## src/rtl/ysyx_23060025_icache.sv

```systemverilog
// Direct-mapped, read-only instruction cache with single-burst AXI4 line refill.
// Optional hit/miss counters are compiled in when YSYX_23060025_ICACHE_PERF_EN is defined.
module ysyx_23060025_icache #(
  parameter int ADDR_WIDTH = 32,
  parameter int DATA_WIDTH = 32,
  parameter int LINE_WORDS = 4,
  parameter int SETS       = 16
) (
  input  logic                  clock,
  input  logic                  reset,
  input  logic                  in_psel,
  input  logic [ADDR_WIDTH-1:0] in_paddr,
  output logic                  in_pready,
  output logic [DATA_WIDTH-1:0] in_prdata,
  input  logic                  fencei_i,
  output logic                  axi_arvalid,
  input  logic                  axi_arready,
  output logic [ADDR_WIDTH-1:0] axi_araddr,
  output logic [7:0]            axi_arlen,
  output logic [2:0]            axi_arsize,
  output logic [1:0]            axi_arburst,
  input  logic                  axi_rvalid,
  output logic                  axi_rready,
  input  logic [DATA_WIDTH-1:0] axi_rdata,
  input  logic [1:0]            axi_rresp,
  input  logic                  axi_rlast
`ifdef YSYX_23060025_ICACHE_PERF_EN
  ,
  output logic [31:0]           perf_hit_cnt,
  output logic [31:0]           perf_miss_cnt
`endif
);

  localparam int OFFW = $clog2(LINE_WORDS);
  localparam int IDXW = $clog2(SETS);
  localparam int OFF  = OFFW + 2;
  localparam int TAGW = ADDR_WIDTH - OFF - IDXW;
  localparam logic [OFFW-1:0] LAST_BEAT = OFFW'(LINE_WORDS - 1);

  typedef enum logic [2:0] {
    S_IDLE,
    S_LOOKUP,
    S_MISS_AR,
    S_MISS_R,
    S_RESP
  } state_e;

  state_e                  state_q, state_d;
  logic [ADDR_WIDTH-1:2]   addr_q, addr_d;
  logic [OFFW-1:0]         cnt_q, cnt_d;
  logic                    fence_pend_q, fence_pend_d;
  logic                    err_q, err_d;
  logic                    over_q, over_d;
  logic [DATA_WIDTH-1:0]   resp_q, resp_d;
  logic [SETS-1:0]         valid_q, valid_d;

  logic [TAGW-1:0]         tag_q  [SETS];
  logic [DATA_WIDTH-1:0]   data_q [SETS][LINE_WORDS];
  logic                    tag_we, data_we;

  logic [OFFW-1:0]         req_off;
  logic [IDXW-1:0]         req_idx;
  logic [TAGW-1:0]         req_tag;
  logic                    hit;
  logic                    lookup_hit;
  logic [DATA_WIDTH-1:0]   hit_word;
  logic                    unused_addr_bits;

  assign req_off  = addr_q[OFF-1:2];
  assign req_idx  = addr_q[OFF+IDXW-1:OFF];
  assign req_tag  = addr_q[ADDR_WIDTH-1:OFF+IDXW];
  assign hit      = valid_q[req_idx] && (tag_q[req_idx] == req_tag);
  assign hit_word = data_q[req_idx][req_off];
  assign unused_addr_bits = ^in_paddr[1:0];

  // Next-state logic for the fetch FSM, refill bookkeeping and valid bits.
  always_comb begin
    state_d      = state_q;
    addr_d       = addr_q;
    cnt_d        = cnt_q;
    fence_pend_d = fence_pend_q;
    err_d        = err_q;
    over_d       = over_q;
    resp_d       = resp_q;
    valid_d      = valid_q;
    tag_we       = 1'b0;
    data_we      = 1'b0;
    unique case (state_q)
      S_IDLE: begin
        if (fence_pend_q || fencei_i) begin
          valid_d      = '0;
          fence_pend_d = 1'b0;
        end
        if (in_psel) begin
          addr_d  = in_paddr[ADDR_WIDTH-1:2];
          state_d = S_LOOKUP;
        end
      end
      S_LOOKUP: begin
        if (hit) begin
          state_d = S_IDLE;
        end else begin
          // The victim line is invalidated up front since its data is about to be overwritten.
          valid_d[req_idx] = 1'b0;
          cnt_d   = '0;
          err_d   = 1'b0;
          over_d  = 1'b0;
          state_d = S_MISS_AR;
        end
        if (fencei_i) valid_d = '0;
      end
      S_MISS_AR: begin
        if (fencei_i) fence_pend_d = 1'b1;
        if (axi_arready) state_d = S_MISS_R;
      end
      S_MISS_R: begin
        if (fencei_i) fence_pend_d = 1'b1;
        if (axi_rvalid) begin
          // Beats beyond the line length are dropped; over_q marks the burst as malformed.
          if (!over_q) begin
            data_we = 1'b1;
            if (cnt_q == req_off) resp_d = axi_rdata;
          end
          if (axi_rresp != 2'b00) err_d = 1'b1;
          if (cnt_q == LAST_BEAT) over_d = 1'b1;
          cnt_d = cnt_q + 1'b1;
          if (axi_rlast) begin
            tag_we = 1'b1;
            if (!over_q && (cnt_q == LAST_BEAT) && (axi_rresp == 2'b00) && !err_q
                && !fence_pend_q && !fencei_i)
              valid_d[req_idx] = 1'b1;
            state_d = S_RESP;
          end
        end
      end
      S_RESP: begin
        if (fencei_i) fence_pend_d = 1'b1;
        state_d = S_IDLE;
      end
      default: state_d = S_IDLE;
    endcase
  end

  always_ff @(posedge clock or negedge reset) begin
    if (!reset) begin
      state_q      <= S_IDLE;
      addr_q       <= '0;
      cnt_q        <= '0;
      fence_pend_q <= 1'b0;
      err_q        <= 1'b0;
      over_q       <= 1'b0;
      resp_q       <= '0;
      valid_q      <= '0;
    end else begin
      state_q      <= state_d;
      addr_q       <= addr_d;
      cnt_q        <= cnt_d;
      fence_pend_q <= fence_pend_d;
      err_q        <= err_d;
      over_q       <= over_d;
      resp_q       <= resp_d;
      valid_q      <= valid_d;
    end
  end

  // Storage arrays carry no reset; the valid bits alone gate their use.
  always_ff @(posedge clock) begin
    if (data_we) data_q[req_idx][cnt_q] <= axi_rdata;
    if (tag_we)  tag_q[req_idx]         <= req_tag;
  end

  assign lookup_hit  = (state_q == S_LOOKUP) && hit;
  assign in_pready   = lookup_hit || (state_q == S_RESP);
  assign in_prdata   = lookup_hit ? hit_word : ((state_q == S_RESP) ? resp_q : '0);
  assign axi_arvalid = (state_q == S_MISS_AR);
  assign axi_araddr  = axi_arvalid ? {addr_q[ADDR_WIDTH-1:OFF], {OFF{1'b0}}} : '0;
  assign axi_rready  = (state_q == S_MISS_R);
  assign axi_arlen   = 8'(LINE_WORDS - 1);
  assign axi_arsize  = 3'b010;
  assign axi_arburst = 2'b01;

`ifdef YSYX_23060025_ICACHE_PERF_EN
  logic [31:0] hit_cnt_q, hit_cnt_d;
  logic [31:0] miss_cnt_q, miss_cnt_d;

  always_comb begin
    hit_cnt_d  = hit_cnt_q;
    miss_cnt_d = miss_cnt_q;
    if (state_q == S_LOOKUP) begin
      if (hit) hit_cnt_d  = hit_cnt_q + 32'd1;
      else     miss_cnt_d = miss_cnt_q + 32'd1;
    end
  end

  always_ff @(posedge clock or negedge reset) begin
    if (!reset) begin
      hit_cnt_q  <= '0;
      miss_cnt_q <= '0;
    end else begin
      hit_cnt_q  <= hit_cnt_d;
      miss_cnt_q <= miss_cnt_d;
    end
  end

  assign perf_hit_cnt  = hit_cnt_q;
  assign perf_miss_cnt = miss_cnt_q;
`endif

endmodule

```

## config.mk

```make
export PLATFORM = sky130hd
export DESIGN_NAME = ysyx_23060025_icache
export DESIGN_NICKNAME = d
export VERILOG_FILES = /design/src/rtl/ysyx_23060025_icache.sv
export SDC_FILE = /design/constraint.sdc
export NUM_CORES = 2
export LEC_CHECK = 0
export BUFFER_PORTS_ARGS = -buffer_cell sky130_fd_sc_hd__buf_2
export CAP_MARGIN = 20
export CORE_UTILIZATION = 55
export DETAILED_ROUTE_END_ITERATION = 10
export GPL_TIMING_DRIVEN = 0
export HOLD_SLACK_MARGIN = 0.06
export PLACE_DENSITY = 0.75
export SLEW_MARGIN = 15
export SYNTH_ARGS = -nofsm -noshare
export SYNTH_HDL_FRONTEND = slang
export SYNTH_SLANG_ARGS = --single-unit
```

## constraint.sdc

```tcl
create_clock -name clock -period 12.55 [get_ports clock]
set_clock_uncertainty 0.1 [all_clocks]
set_input_delay 1.255 -clock clock [delete_from_list [all_inputs] [get_ports clock]]
set_output_delay 1.255 -clock clock [all_outputs]
set_load 0.01 [all_outputs]
```

# == After elaboration in Yosys (flattened, before gate mapping) ==
# Memory sizes are Yosys's and may differ from the RTL's.
# Index checks and enable logic that the tools add are counted.
# W data, S select, Z words.
# totals
ff_bits,86
ram_bits,2432
input_bits,73
output_inout_bits,80
wordCells,118
mem_count,2
# mem_list
name,words,width,read_ports,rd_ports_with_merged_regs,write_ports,line_no,rtl
data_q,16,128,1,0,1,58,logic [DATA_WIDTH-1:0] data_q [SETS][LINE_WORDS];
tag_q,16,24,1,0,1,57,logic [TAGW-1:0] tag_q [SETS];
# op_classes
n_addsub,1
n_lt_le_gt_ge,5
n_eq_ne,18
muxes,48
n_bitwise,6
reduce_logical,30
# op_table
operator,n
$mux W32,6
$mux W128,1
$mux W16,6
$bmux W32 S2,1
$demux W32 S2,1
$pmux W16 S3,1
$eq A24 B24 Y1,1
$mux W1,18
$and A16 B16 Y16,1
$not A16 Y16,1
$or A16 B16 Y16,1
$reduce_and A4 Y1,4
$mux W3,4
$ne A2 B1 Y1 const B,6
$pmux W3 S4,1
$logic_and A1 B1 Y1,9
$ne A2 B2 Y1 const B,4
$eq A3 B2 Y1 const B,2
$ge A3 B3 Y1 const B,2
$mux W2,3
$not A2 Y3,2
$pmux W1 S2,3
$reduce_and A3 Y1,2
$reduce_and A6 Y1,1
other kinds (21),27

# == Longest topological paths before layout ==
# logic_depth
word_depth,10
ltp_mapped,13
mapped_depth_nobuf,8

# == Worst setup path after synthesis ==
# Ideal clock, no wire load.
# synth_path
kind,register -> output
start,register addr_q[5] in the netlist's numbering
end,output in_prdata[0]
arrival_ps,2874
t_required_ps,11195
slack_ps,8321
path_stages_with_launch,14
path_buffers,7
cell_sequence,dfrtp_1 -> buf_4 -> buf_2 -> buf_6 -> buf_4 -> buf_6 -> buf_2 -> buf_1 -> mux4_2 -> mux4_2 -> mux2i_1 -> nor2_1 -> a21oi_1 -> o21ai_0
# synth_between
elab_chain_cells,5
elab_cells_between_ends,11
classes_between,eq/ne (1); mux (6); reduce/logical (2); memory (2)
# synth_rtl
element,line_no,rtl
from (decl),49,"logic [ADDR_WIDTH-1:2] addr_q, addr_d;"
from (signal assigned),156,addr_q <= addr_d;
$mem_v2 Z16 W24 (tied with other cells),-,
$eq A24 B24 Y1 (tied with other cells),72,assign hit = valid_q[req_idx] && (tag_q[req_idx] == req_tag);
$logic_and A1 B1 Y1 / $mux W32 (equally long branches),"72, 73",
$logic_and A1 B1 Y1 / $mux W32 (equally long branches),"172, 73",
$mux W32 *,174,assign in_prdata = lookup_hit ? hit_word : ((state_q == S_RESP) ? resp_q : '0);
to (decl),14,"output logic [DATA_WIDTH-1:0] in_prdata,"
# Every way passes the cells marked *; elsewhere a longest branch is shown, timed or not. The select of a mux whose other input is x is not followed.

# == Worst setup path after layout ==
# layout_path
start,register addr_q[5] in the netlist's numbering
end,output in_prdata[24]
# The elaborated chain is that of the path after synthesis.

==> results.ini <==
[clocking]
postCtsResizedCells=0
clk_latency_ns=0.87
postCtsSetupBuffers=0
cts.sinks=2518
clkSlewWorstSetupHoldPaths_ns=0.06
cts.hold.buffers_added=0
max-clock-path-buffers=3
cts_bufs_inserted=234
clock_tree.root_cell=sky130_fd_sc_hd__clkbuf_16
cts_max_level=4
clock_tree_from_tritoncts=done

[layout]
fill_cells=11100
share_of_cells_above_drive_strength_1=0.332
stdcell_count=7265
area_growth_pct=14.7
final_area_um2=112000
num-nets-final=4801
utilization=0.635

[global_routing]
largest_net_degree_at_the_start_of_global_routing=66
grt_pass1_wl_mm=365
grt_overflow=0
grt_pass1_vias=48800
antenna_violations_before_repair=23
globalRouteTotalUtil=0.293

[setup_path]
worstSetupEndpointType=output pin
path_class=flop to output pin
cp_data_arrival_time_ns=6.36
critical_path_peak_fanout=10
required_ns=11.19
timing.critical_path.from_type=flop

[power]
power_density_nw_per_um2=218
report.power.total_w=0.0244
cellLeakagePower_nw=35.4
worst_ir_drop_vdd_mv=0.129

[routing]
detailroute.via_count=49000
drt_antenna_net_count=0
avg_vias_per_cell=6.74
wire_per_inst_um=36.0
remaining_drc_errors=0
routed_wirelength_mm=261
drt_iter0_drc=8231
drt_pass1_iterations=7

[sta]
finalWorstPathRequiredPeriod_ns=7.71
grt_setup_unrepaired=false
min_period_over_period=0.615
fin_tns_setup_ns=0
maxClockFrequency_mhz=130
finalSetupViolations=0
worst_pin_slew_ns=1.20
finalMaxSlewViolations=0
timing.max_slew.rel_slack=0.203
hold_viol_final=0

[placement]
port_buffers=133
gp_routability_congestion=0.889
placed_cells_incl_taps=6822
post_dp_cell_area_um2=104000
post-dp-hpwl_mm=166

[floorplanning]
die_width_um=423
core_area_um2=176000
placementRows=154
dieArea_um2=179000
dieHeight_um=423
io_pins=153
start_util=0.554

[yosys]
synth_seq_area_share=0.770
netlist_instances=4224
synth_enable_flop_cells=2432
synth.top_cells.by_area=sky130_fd_sc_hd__edfxtp_1 (75%), sky130_fd_sc_hd__mux4_2 (17%), sky130_fd_sc_hd__dfrtp_1 (2.2%)
synth-async-reset-ratio=0.0342
number_of_storage_elements_in_the_synthesis_netlist=2518
ys_types=60
synthDominantCellAreaShare=0.748
syn-cell-area_um2=97600
yosys_most_used_dff=sky130_fd_sc_hd__edfxtp_1
yosys_warnings=0
synth.largest_area_cell=sky130_fd_sc_hd__edfxtp_1
post_synth.cell_area_avg_um2=23.1

[hold_path]
worst_hold_path_type=input pin to async pin

[job]
maxCapViolations=0

[outcome]
status=finished, final reports clean

power by group:
group          total [W]  internal, W  switching, W
Sequential       0.00993      0.00962      0.000311
Clock            0.00690      0.00383       0.00306
Combinational    0.00759      0.00317       0.00442
worst max-delay path, stage by stage, from the launching register on:
cell and delay [ns]:
sky130_fd_sc_hd__dfrtp_1 0.33, sky130_fd_sc_hd__buf_4 0.24, sky130_fd_sc_hd__buf_2 0.38, sky130_fd_sc_hd__buf_6 0.27, sky130_fd_sc_hd__buf_4 0.36, sky130_fd_sc_hd__buf_6 0.26, sky130_fd_sc_hd__buf_2 0.58, sky130_fd_sc_hd__buf_1 0.74
sky130_fd_sc_hd__mux4_2 0.43, sky130_fd_sc_hd__mux4_2 0.57, sky130_fd_sc_hd__mux2i_1 0.56, sky130_fd_sc_hd__nor2_1 0.14, sky130_fd_sc_hd__a21oi_1 0.20, sky130_fd_sc_hd__o21ai_1 0.18, sky130_fd_sc_hd__buf_2 0.20
area by class of cell:
| cell class | count | area, um2 | area share |
|---|---|---|---|
| antenna | 1 | 2.50 | 0.0000224 |
| inverter | 19 | 71.3 | 0.000637 |
| tap | 2340 | 2930 | 0.0262 |
| timing repair buffer | 249 | 3350 | 0.0299 |
| multi-input combinational | 1457 | 21800 | 0.195 |
| clock inverter | 130 | 1180 | 0.0106 |
| buffer | 245 | 1220 | 0.0109 |
| sequential | 2518 | 75200 | 0.672 |
| clock buffer | 306 | 6190 | 0.0553 |
cells in the final DEF, fill, tap and decap left out, types with 40 or more instances in the layout:
master / count
sky130_fd_sc_hd__mux2i_1: 89
sky130_fd_sc_hd__dfrtp_1: 86
sky130_fd_sc_hd__clkbuf_1: 132
sky130_fd_sc_hd__nand2_1: 80
sky130_fd_sc_hd__buf_12: 55
sky130_fd_sc_hd__nor2_1: 48
sky130_fd_sc_hd__mux2_2: 105
sky130_fd_sc_hd__clkbuf_16: 235
sky130_fd_sc_hd__buf_2: 230
sky130_fd_sc_hd__a21oi_1: 67
sky130_fd_sc_hd__buf_16: 52
sky130_fd_sc_hd__edfxtp_1: 2432
sky130_fd_sc_hd__nor2_4: 80
sky130_fd_sc_hd__buf_4: 40
sky130_fd_sc_hd__mux4_2: 716
sky130_fd_sc_hd__clkinv_1: 56
sequential cells by signal, indices dropped and copies added, names as in the netlist:
name and flops:
state_q 3, tag_q 384, resp_q 32, err_q 1
valid_q 16, fence_pend_q 1, cnt_q 2, data_q 2048
over_q 1, addr_q 30
through the flow:
step                setup WS, ns  hold WS (ns)
floorplan                   8.32         0.356
global placement            4.62         0.373
detailed placement          5.95         0.395
CTS                         4.96         0.142
global route                4.88         0.176
finish                      4.84         0.180
path summary, 6_finish.rpt:
check | cells past startpoint | to | slack (ns) | from
hold reg to reg | 1 | resp_q[23] | 0.41 | resp_q[23]
min in group clock | 1 | resp_q[23] | 0.41 | resp_q[23]
setup / recovery | 14 | in_prdata[24] | 4.84 | addr_q[5]
hold / removal | 1 | addr_q[10] | 0.18 | reset
max in group asynchronous | 2 | resp_q[3] | 11.44 | reset
setup reg to reg | 8 | data_q[12][59] | 6.72 | addr_q[7]
cell usage after synthesis (all sizes together) (13+ instances only):
cell    count
a31oi      17
mux4      718
o22ai      14
buf       175
inv        17
nor2      129
nand2      80
clkbuf     70
xnor2      18
xor2       13
and2       20
nor4       19
dfrtp      86
o21ai      53
mux2i      89
edfxtp   2432
a22oi      14
mux2      105
a21oi      77
routing by layer:
metal / part of all wire / global-route usage / routed length [um]
met2: 0.48 / 0.456 / 125000
met4: 0.047 / 0.124 / 12200
met3: 0.13 / 0.0774 / 33200
met5: 0.00040 / 0 / 105
met1: 0.35 / 0.396 / 91300
cell families (layout without fill, tap and decap cells):
logic type	after synthesis	after routing	synth area share
XOR/XNOR	31	31	0.00278
flip-flops	2518	2518	0.770
buffers and inverters	264	949	0.0132
multiplexers	912	912	0.187
other	2	18	0.0000769
AO/OA/AOI/OAI	203	203	0.0127
adder cells (fa/ha/maj)	4	4	0.000513
AND/OR/NAND/NOR	290	290	0.0133
Power figures use the tool's default switching activity.
